**config.mk**
```make
export PLATFORM = sky130hd
export DESIGN_NAME = dmem_dual_issue_sched_flat
export DESIGN_NICKNAME = d
export VERILOG_FILES = /design/src/rtl/dmem_dual_issue_sched_if.sv /design/src/rtl/dmem_dual_issue_sched.sv /design/src/flat_wrapper.sv
export SDC_FILE = /design/constraint.sdc
export NUM_CORES = 1
export LEC_CHECK = 0
export BUFFER_PORTS_ARGS = -buffer_cell sky130_fd_sc_hd__buf_2
export CAP_MARGIN = 20
export CORE_ASPECT_RATIO = 1.25
export CORE_MARGIN = 4
export CORE_UTILIZATION = 48
export DETAILED_ROUTE_END_ITERATION = 8
export PLACE_DENSITY_LB_ADDON = 0.05
export SLEW_MARGIN = 20
export SYNTH_ARGS = -nofsm -noshare
export SYNTH_HDL_FRONTEND = slang
export SYNTH_SLANG_ARGS = --single-unit
```
**constraint.sdc**
```tcl
create_clock -name clk -period 7.3 [get_ports clk]
set_clock_uncertainty 0.1 [all_clocks]
set_input_delay 1.095 -clock clk [delete_from_list [all_inputs] [get_ports clk]]
set_output_delay 1.095 -clock clk [all_outputs]
set_load 0.02 [all_outputs]
```
**src/rtl/dmem_dual_issue_sched_if.sv**
```systemverilog
// dmem_dual_issue_sched_if: bundles the two lane request/response channels, the memory port and status lines (slave = scheduler, master = core+memory side)
interface dmem_dual_issue_sched_if #(
  parameter int ADDR_W = 32,
  parameter int DATA_W = 32,
  parameter int CNT_W = 16
);
  logic req_valid_0, req_valid_1;
  logic [2:0] req_wr_0, req_wr_1, req_rd_0, req_rd_1;
  logic [ADDR_W-1:0] req_addr_0, req_addr_1;
  logic [DATA_W-1:0] req_wdata_0, req_wdata_1;
  logic req_ready_0, req_ready_1;
  logic [ADDR_W-1:0] mem_addr;
  logic [2:0] mem_write, mem_read;
  logic [DATA_W-1:0] mem_wdata, mem_rdata;
  logic resp_valid_0, resp_valid_1;
  logic [DATA_W-1:0] resp_data_0, resp_data_1;
  logic stall_o;
  logic [CNT_W-1:0] conflict_cnt;
  logic fault_o;
  modport slave (
    input req_valid_0, req_wr_0, req_rd_0, req_addr_0, req_wdata_0,
    input req_valid_1, req_wr_1, req_rd_1, req_addr_1, req_wdata_1,
    input mem_rdata,
    output req_ready_0, req_ready_1, mem_addr, mem_write, mem_read, mem_wdata,
    output resp_valid_0, resp_data_0, resp_valid_1, resp_data_1, stall_o, conflict_cnt, fault_o
  );
  modport master (
    output req_valid_0, req_wr_0, req_rd_0, req_addr_0, req_wdata_0,
    output req_valid_1, req_wr_1, req_rd_1, req_addr_1, req_wdata_1,
    output mem_rdata,
    input req_ready_0, req_ready_1, mem_addr, mem_write, mem_read, mem_wdata,
    input resp_valid_0, resp_data_0, resp_valid_1, resp_data_1, stall_o, conflict_cnt, fault_o
  );
endinterface

```
**src/rtl/dmem_dual_issue_sched.sv**
```systemverilog
// dmem_dual_issue_sched: serializes two lanes onto one memory port (lane 0 first), stalls during the held lane 1 issue, returns registered load data. Ports: clk, rst (async high), bus (slave). Optional macro DMEM_ALIGN_CHK_EN enables misalignment suppression and fault_o.
module dmem_dual_issue_sched #(
  parameter int ADDR_W = 32,
  parameter int DATA_W = 32,
  parameter int CNT_W = 16
) (
  input logic clk,
  input logic rst,
  dmem_dual_issue_sched_if.slave bus
);
  typedef enum logic {IDLE, HOLD1} state_t;
  state_t state;
  logic [2:0] h_wr, h_rd, i_wr, i_rd, e_rd;
  logic [ADDR_W-1:0] h_addr, i_addr;
  logic [DATA_W-1:0] h_wdata, i_wdata;
  logic pick1, any, mis;
  always_comb begin
    pick1 = (state == HOLD1) | ~bus.req_valid_0;
    any = ~rst & ((state == HOLD1) | bus.req_valid_0 | bus.req_valid_1);
    i_wr = (state == HOLD1) ? h_wr : bus.req_valid_0 ? bus.req_wr_0 : bus.req_wr_1;
    i_rd = (state == HOLD1) ? h_rd : bus.req_valid_0 ? bus.req_rd_0 : bus.req_rd_1;
    i_addr = (state == HOLD1) ? h_addr : bus.req_valid_0 ? bus.req_addr_0 : bus.req_addr_1;
    i_wdata = (state == HOLD1) ? h_wdata : bus.req_valid_0 ? bus.req_wdata_0 : bus.req_wdata_1;
    e_rd = (i_wr != 3'b000) ? 3'b000 : i_rd;
`ifdef DMEM_ALIGN_CHK_EN
    mis = any & ((((i_wr == 3'b010) | (e_rd == 3'b010) | (e_rd == 3'b100)) & i_addr[0]) |
                 (((i_wr == 3'b100) | (e_rd == 3'b101)) & (|i_addr[1:0])));
`else
    mis = 1'b0;
`endif
    bus.mem_write = (any & ~mis) ? i_wr : 3'b000;
    bus.mem_read = (any & ~mis) ? e_rd : 3'b000;
    bus.mem_addr = any ? i_addr : '0;
    bus.mem_wdata = any ? i_wdata : '0;
    bus.req_ready_0 = ~rst & (state == IDLE) & bus.req_valid_0;
    bus.req_ready_1 = ~rst & (state == IDLE) & bus.req_valid_1;
    bus.stall_o = (state == HOLD1);
  end
  always_ff @(posedge clk or posedge rst) begin
    if (rst) begin
      state <= IDLE;
      h_wr <= '0;
      h_rd <= '0;
      h_addr <= '0;
      h_wdata <= '0;
      bus.resp_valid_0 <= 1'b0;
      bus.resp_valid_1 <= 1'b0;
      bus.resp_data_0 <= '0;
      bus.resp_data_1 <= '0;
      bus.conflict_cnt <= '0;
      bus.fault_o <= 1'b0;
    end else begin
      bus.resp_valid_0 <= (bus.mem_read != 3'b000) & ~pick1;
      bus.resp_valid_1 <= (bus.mem_read != 3'b000) & pick1;
      if ((bus.mem_read != 3'b000) & ~pick1) bus.resp_data_0 <= bus.mem_rdata;
      if ((bus.mem_read != 3'b000) & pick1) bus.resp_data_1 <= bus.mem_rdata;
      bus.fault_o <= mis;
      if (state == HOLD1) state <= IDLE;
      else if (bus.req_valid_0 & bus.req_valid_1) begin
        state <= HOLD1;
        h_wr <= bus.req_wr_1;
        h_rd <= bus.req_rd_1;
        h_addr <= bus.req_addr_1;
        h_wdata <= bus.req_wdata_1;
        if (~&bus.conflict_cnt) bus.conflict_cnt <= bus.conflict_cnt + CNT_W'(1);
      end
    end
  end
endmodule

```
**src/flat_wrapper.sv**
```systemverilog
// flat-port wrapper written by rule: the top's interface ports become plain ports
module dmem_dual_issue_sched_flat 
#(
  parameter int ADDR_W = 32,
  parameter int DATA_W = 32,
  parameter int CNT_W = 16
)
  (clk, rst, bus_req_valid_0, bus_req_wr_0, bus_req_rd_0, bus_req_addr_0, bus_req_wdata_0, bus_req_valid_1, bus_req_wr_1, bus_req_rd_1, bus_req_addr_1, bus_req_wdata_1, bus_mem_rdata, bus_req_ready_0, bus_req_ready_1, bus_mem_addr, bus_mem_write, bus_mem_read, bus_mem_wdata, bus_resp_valid_0, bus_resp_data_0, bus_resp_valid_1, bus_resp_data_1, bus_stall_o, bus_conflict_cnt, bus_fault_o);
  dmem_dual_issue_sched_if #(.ADDR_W(ADDR_W), .DATA_W(DATA_W), .CNT_W(CNT_W)) bus_i ();
  input logic clk;
  input logic rst;
  input wire logic [$bits(bus_i.req_valid_0)-1:0] bus_req_valid_0;
  input wire logic [$bits(bus_i.req_wr_0)-1:0] bus_req_wr_0;
  input wire logic [$bits(bus_i.req_rd_0)-1:0] bus_req_rd_0;
  input wire logic [$bits(bus_i.req_addr_0)-1:0] bus_req_addr_0;
  input wire logic [$bits(bus_i.req_wdata_0)-1:0] bus_req_wdata_0;
  input wire logic [$bits(bus_i.req_valid_1)-1:0] bus_req_valid_1;
  input wire logic [$bits(bus_i.req_wr_1)-1:0] bus_req_wr_1;
  input wire logic [$bits(bus_i.req_rd_1)-1:0] bus_req_rd_1;
  input wire logic [$bits(bus_i.req_addr_1)-1:0] bus_req_addr_1;
  input wire logic [$bits(bus_i.req_wdata_1)-1:0] bus_req_wdata_1;
  input wire logic [$bits(bus_i.mem_rdata)-1:0] bus_mem_rdata;
  output wire logic [$bits(bus_i.req_ready_0)-1:0] bus_req_ready_0;
  output wire logic [$bits(bus_i.req_ready_1)-1:0] bus_req_ready_1;
  output wire logic [$bits(bus_i.mem_addr)-1:0] bus_mem_addr;
  output wire logic [$bits(bus_i.mem_write)-1:0] bus_mem_write;
  output wire logic [$bits(bus_i.mem_read)-1:0] bus_mem_read;
  output wire logic [$bits(bus_i.mem_wdata)-1:0] bus_mem_wdata;
  output wire logic [$bits(bus_i.resp_valid_0)-1:0] bus_resp_valid_0;
  output wire logic [$bits(bus_i.resp_data_0)-1:0] bus_resp_data_0;
  output wire logic [$bits(bus_i.resp_valid_1)-1:0] bus_resp_valid_1;
  output wire logic [$bits(bus_i.resp_data_1)-1:0] bus_resp_data_1;
  output wire logic [$bits(bus_i.stall_o)-1:0] bus_stall_o;
  output wire logic [$bits(bus_i.conflict_cnt)-1:0] bus_conflict_cnt;
  output wire logic [$bits(bus_i.fault_o)-1:0] bus_fault_o;
  assign bus_i.req_valid_0 = bus_req_valid_0;
  assign bus_i.req_wr_0 = bus_req_wr_0;
  assign bus_i.req_rd_0 = bus_req_rd_0;
  assign bus_i.req_addr_0 = bus_req_addr_0;
  assign bus_i.req_wdata_0 = bus_req_wdata_0;
  assign bus_i.req_valid_1 = bus_req_valid_1;
  assign bus_i.req_wr_1 = bus_req_wr_1;
  assign bus_i.req_rd_1 = bus_req_rd_1;
  assign bus_i.req_addr_1 = bus_req_addr_1;
  assign bus_i.req_wdata_1 = bus_req_wdata_1;
  assign bus_i.mem_rdata = bus_mem_rdata;
  assign bus_req_ready_0 = bus_i.req_ready_0;
  assign bus_req_ready_1 = bus_i.req_ready_1;
  assign bus_mem_addr = bus_i.mem_addr;
  assign bus_mem_write = bus_i.mem_write;
  assign bus_mem_read = bus_i.mem_read;
  assign bus_mem_wdata = bus_i.mem_wdata;
  assign bus_resp_valid_0 = bus_i.resp_valid_0;
  assign bus_resp_data_0 = bus_i.resp_data_0;
  assign bus_resp_valid_1 = bus_i.resp_valid_1;
  assign bus_resp_data_1 = bus_i.resp_data_1;
  assign bus_stall_o = bus_i.stall_o;
  assign bus_conflict_cnt = bus_i.conflict_cnt;
  assign bus_fault_o = bus_i.fault_o;
  dmem_dual_issue_sched #(.ADDR_W(ADDR_W), .DATA_W(DATA_W), .CNT_W(CNT_W)) u_core (.clk(clk), .rst(rst), .bus(bus_i));
endmodule
```
### Yosys cells after proc, flatten, opt, wreduce, memory -nomap -nowiden

Index checks and enable logic that the tools add are counted.

| operators by class | value |
|---|---|
| bitwise gates (word level) | 15 |
| reduce and logical (&&, ||, !) cells | 5 |
| mux-type cells | 15 |
| add/subtract/negate cells | 1 |

Operators by type and width:

| operator | number |
|---|---|
| 32-bit 2-to-1 mux | 6 |
| 3-bit 2-to-1 mux | 7 |
| 16-bit by 1-bit adder with 16-bit output, second input constant | 1 |
| 16-bit AND reduction | 1 |
| 1-bit AND | 7 |
| 3-bit nonzero test | 2 |
| 1-bit NOT | 5 |
| 1-bit bitwise OR | 3 |
| 3-bit AND reduction | 1 |
| 1-bit 2-to-1 mux | 2 |
| 2-bit AND reduction | 1 |

| word-level totals | value |
|---|---|
| register bits after elaboration | 153 |
| output and inout bits | 156 |
| input port bits | 176 |
| logic and storage cells | 46 |

### Logic depth before layout (Yosys ltp)

| depth | value |
|---|---|
| word-level depth | 7 |
| gate-level depth with buffers | 7 |
| mapped depth without buffers | 5 |

### Least setup slack after synthesis

OpenSTA, ideal clock, no wires.

| path | value |
|---|---|
| kind | input port to output port |
| from | in rst |
| to | out bus_mem_addr[10] |
| setup slack | 454 ps |
| path buffers | 2 |
| data required time | 6105 ps |
| arrival | 5651 ps |
| stages on the path | 5 |
| path through | inv_1 -> o31ai_1 -> clkbuf_1 -> clkbuf_1 -> nor2_1 |

| on the way | value |
|---|---|
| word-level cells in the longest chain between the ends | 3 |

Ends and longest elaborated chain:

| what | RTL line | source |
|---|---|---|
| start: declaration | flat_wrapper.sv:11 | `input logic rst;` |
| 1-bit NOT | dmem_dual_issue_sched.sv:19 | `any = ~rst & ((state == HOLD1) \| bus.req_valid_0 \| bus.req_valid_1);` |
| 1-bit AND | dmem_dual_issue_sched.sv:19 |  |
| 32-bit 2-to-1 mux | dmem_dual_issue_sched.sv:33 | `bus.mem_addr = any ? i_addr : '0;` |
| end: declaration | flat_wrapper.sv:25 | `output wire logic [$bits(bus_i.mem_addr)-1:0] bus_mem_addr;` |

No other way between the ends.

### Worst setup path after layout

| path | value |
|---|---|
| from | in bus_req_valid_0 |
| to | out bus_mem_read[1] |

| on the way | value |
|---|---|
| word-level cells in the longest chain between the ends | 5 |
| elaborated cells on any way between the ends | 10 |
| those cells by class | mux: 6; bitwise: 3; reduce/logical: 1 |

Ends and longest elaborated chain:

| what | RTL line | source |
|---|---|---|
| start: declaration | flat_wrapper.sv:12 | `input wire logic [$bits(bus_i.req_valid_0)-1:0] bus_req_valid_0;` |
| 3-bit 2-to-1 mux (2 in series) | dmem_dual_issue_sched.sv:20 | `i_wr = (state == HOLD1) ? h_wr : bus.req_valid_0 ? bus.req_wr_0 : bus.req_wr_1;` |
| 3-bit nonzero test | dmem_dual_issue_sched.sv:24 | `e_rd = (i_wr != 3'b000) ? 3'b000 : i_rd;` |
| 3-bit 2-to-1 mux | dmem_dual_issue_sched.sv:24 |  |
| 3-bit 2-to-1 mux * | dmem_dual_issue_sched.sv:32 | `bus.mem_read = (any & ~mis) ? e_rd : 3'b000;` |
| end: declaration | flat_wrapper.sv:27 | `output wire logic [$bits(bus_i.mem_read)-1:0] bus_mem_read;` |

Mark *: on every way between the ends. The rest lies on a longest branch, timed or not.

==> results.py <==
metrics = {
    "clocking": {
        "clk_pin_slew_ns": 0.06,
        "clkLatencyLatePin_ns": 0.42,
        "ctsResizeCount": 0,
        "numCtsBuffers": 17,
        "cts_tree": "done",
        "cts_root_buf": "clkbuf_16",
        "postCtsSetupBuffers": 0,
        "hold_buffers": 0,
        "cts_sinks": 153,
        "h-tree-depth": 4,
        "cts_buffer_depth": 2,
    },
    "sta": {
        "setup_tns_ns": 0,
        "clock.fmax_mhz": 228,
        "slew_headroom_pct": 44.5,
        "rsz0062_at_grt": "false",
        "slew_violations": 0,
        "hold_viol_final": 0,
        "fin_crit_ns": 4.39,
        "post-route-period-util_pct": 60.1,
        "worst_hold_slack_ns": 0.375,
        "worstMarginPinSlew_ns": 0.832,
        "setup_violations": 0,
    },
    "hold_path": {
        "hold_path_class": "register to register",
    },
    "layout": {
        "multi_input_area_mm2": 0.00364,
        "layout.nets": 1317,
        "drive_gt1_share_pct": 34.0,
        "area_growth_pct": 30.5,
        "seq_area_mm2": 0.00383,
        "final_common_cell": "buf_2",
        "fillCellCount": 1398,
        "layout_common_cells": "buf_2, nand2_1, dfrtp_1",
    },
    "drt": {
        "firstDrtPassIters": 5,
        "drtAntennaViolNets": 0,
        "vias_per_cell": 5.04,
        "drc_errors": 0,
        "routed_wl_mm": 22.2,
        "routedWlPerCell_um": 16.3,
        "first_iter_violations": 355,
        "vias": 6891,
    },
    "grt": {
        "grt_overflow_total": 0,
        "grt_pass1_wl_mm": 35.2,
        "grt_max_degree": 93,
        "globalRouteTotalUtil_pct": 24.5,
        "antenna_found_initial": 1,
        "grt_pass1_vias": 6937,
    },
    "power_and_ir_drop": {
        "leakage_nw": 5.51,
        "power-per-cell-area_mw_per_mm2": 283,
        "peakVddDrop_mv": 0.206,
    },
    "synth": {
        "synth_warnings": 0,
        "synth-compound-area-share_pct": 5.52,
        "synth_mux_area_share_pct": 19.4,
        "seq_area_frac_synth_pct": 49.5,
        "yosys.area_share.simple_pct": 20.5,
        "syn_area_mm2": 0.00773,
        "synth_top_family_by_area": "simple AND/OR/NAND/NOR gates",
        "synthCells": 836,
        "yosysUniqueCellTypes": 40,
        "synthAdderAreaFrac_pct": 0.162,
        "ys_ff_latch": 153,
        "synth-xor-area-share_pct": 1.36,
        "syn_nets": 1013,
        "avgSynthCellArea_um2": 9.25,
    },
    "floorplanning": {
        "dieArea_mm2": 0.0182,
        "row_count": 51,
        "dieWidth_um": 122,
        "core-area_mm2": 0.0157,
        "initial_utilization_pct": 49.3,
        "die_h_um": 150,
        "ios": 332,
    },
    "placed_design": {
        "dpl.hpwl_mm": 15.8,
        "numPortBuffers": 330,
        "gp_congestion": 0.852,
    },
    "worst_setup_path": {
        "cp-end-kind": "output pin",
        "slowest_stage": "buf_4",
        "critPathKind": "primary input to output pin",
        "cp_max_fo": 40,
        "start_kind": "primary input",
        "max_stage_delay_ns": 0.52,
        "cp.arrival_ns": 3.19,
        "cp_data_required_time_ns": 6.11,
        "path_cells": "buf_4 -> mux2_1 -> o41a_1 -> nand3b_1 -> nor2_1 -> buf_2",
    },
    "job": {
        "maxCapViolCount": 0,
    },
    "status": {
        "status": "finished, final reports clean",
    },
}
[logic make-up after synthesis]
family,count (synthesis)
buf+inv,58
mux,141
compound gates,80
fa+ha+maj,1
other cells,1
xor+xnor,12
flops,153
simple gates,390
[worst max-delay path: cells and delay by family]
family | cells | cell delay, ns
AND/OR/NAND/NOR | 2 | 0.47
multiplexers | 1 | 0.41
AO/OA/AOI/OAI | 1 | 0.47
buffers and inverters | 2 | 0.73
[cell type report]
| cell class | count | share of cell area (%) |
|---|---|---|
| antenna | 1 | 0.0248 |
| multi-input combinational | 625 | 36.1 |
| clock inverter | 14 | 1.36 |
| tap | 212 | 2.63 |
| timing repair buffer | 340 | 17.3 |
| inverter | 3 | 0.161 |
| sequential | 153 | 38.0 |
| clock buffer | 18 | 4.35 |
[worst paths after layout]
check / slack (ns) / depth (start not counted) / start / end
min in group asynchronous: 0.79 / 2 / rst / u_core.h_wr[1]
min: 0.38 / 2 / u_core.h_addr[9] / u_core.h_addr[9]
max in group asynchronous: 4.89 / 3 / rst / u_core.bus.stall_o
max: 2.91 / 6 / bus_req_valid_0 / bus_mem_read[1]
max reg2reg: 4.73 / 5 / u_core.bus.stall_o / u_core.bus.resp_data_1[31]
min reg2reg: 0.38 / 2 / u_core.h_addr[9] / u_core.h_addr[9]
[synth_stat cells]
| cell type | n | share of area [%] |
|---|---|---|
| buf_4 | 1 | 0.097 |
| mux2i_1 | 70 | 9.1 |
| dfrtp_1 | 153 | 50 |
| conb_1 | 1 | 0.049 |
| buf_6 | 6 | 0.87 |
| or4b_1 | 1 | 0.13 |
| o41a_1 | 1 | 0.15 |
| o2111ai_1 | 2 | 0.23 |
| o31ai_1 | 2 | 0.19 |
| nor3_1 | 5 | 0.32 |
| clkbuf_1 | 26 | 1.3 |
| and4_1 | 2 | 0.23 |
| buf_1 | 17 | 0.83 |
| nor4_4 | 1 | 0.28 |
| xor2_1 | 2 | 0.23 |
| nor4b_1 | 1 | 0.11 |
| or4_1 | 1 | 0.097 |
| o21ai_0 | 6 | 0.39 |
| mux2_1 | 59 | 8.6 |
| nor4b_4 | 1 | 0.31 |
| ha_1 | 1 | 0.16 |
| or2_2 | 1 | 0.081 |
| o21a_1 | 1 | 0.097 |
| or3_1 | 2 | 0.16 |
| inv_1 | 3 | 0.15 |
| nor2_1 | 138 | 6.7 |
| a21oi_1 | 66 | 4.3 |
| buf_2 | 5 | 0.32 |
| nand2_1 | 221 | 11 |
| xnor2_1 | 10 | 1.1 |
| or4b_2 | 1 | 0.13 |
| and3_1 | 1 | 0.081 |
| nor3b_1 | 2 | 0.19 |
| nor4_1 | 1 | 0.081 |
| mux2_2 | 12 | 1.7 |
| nand3b_1 | 2 | 0.19 |
| nand3_1 | 6 | 0.39 |
| nand2b_1 | 1 | 0.081 |
| nand4_1 | 2 | 0.16 |
| o211ai_1 | 2 | 0.19 |
[sequential cells by signal, indices dropped and copies added, names as in the netlist]
signal	count
u_core.h_wdata	32
u_core.h_addr	32
u_core.bus.conflict_cnt	16
u_core.bus.resp_data_0	32
u_core.bus.resp_valid_1	1
u_core.bus.stall_o	1
u_core.bus.resp_valid_0	1
u_core.h_wr	3
u_core.h_rd	3
u_core.bus.resp_data_1	32
[layer usage]
metal / up-vias / GRT usage [%] / wire length (µm) / part of all wire (%)
met4: 0 / 8.30 / 417 / 1.9
met1: 3249 / 29.6 / 9030 / 41
met5: - / 0 / 0 / 0
met3: 30 / 7.98 / 1780 / 8.0
met2: 241 / 41.1 / 11000 / 49
li1: 3371 / - / - / -
[through the flow]
stage / cells / area [µm²] / power (mW) / util (%) / setup slack, ns
global route: 1366 / 10100 / 3.02 / 64.3 / 2.82
floorplan: 836 / 7730 / 1.69 / - / 0.454
global placement: 1332 / 9480 / 2.00 / 60.4 / 2.97
CTS: 1365 / 10100 / 2.89 / 64.2 / 2.91
finish: 1366 / 10100 / 2.86 / 64.3 / 2.91
detailed placement: 1333 / 9510 / 2.02 / 60.6 / 2.92
[where the power goes]
| group | total (mW) | leakage (nW) | internal, mW | switching (mW) |
|---|---|---|---|---|
| clock network | 0.855 | 0.272 | 0.486 | 0.369 |
| logic | 0.828 | 3.32 | 0.314 | 0.514 |
| registers | 1.17 | 1.91 | 1.06 | 0.119 |
| total | 2.86 | 5.51 | 1.86 | 1.00 |
Power figures use the tool's default switching activity.
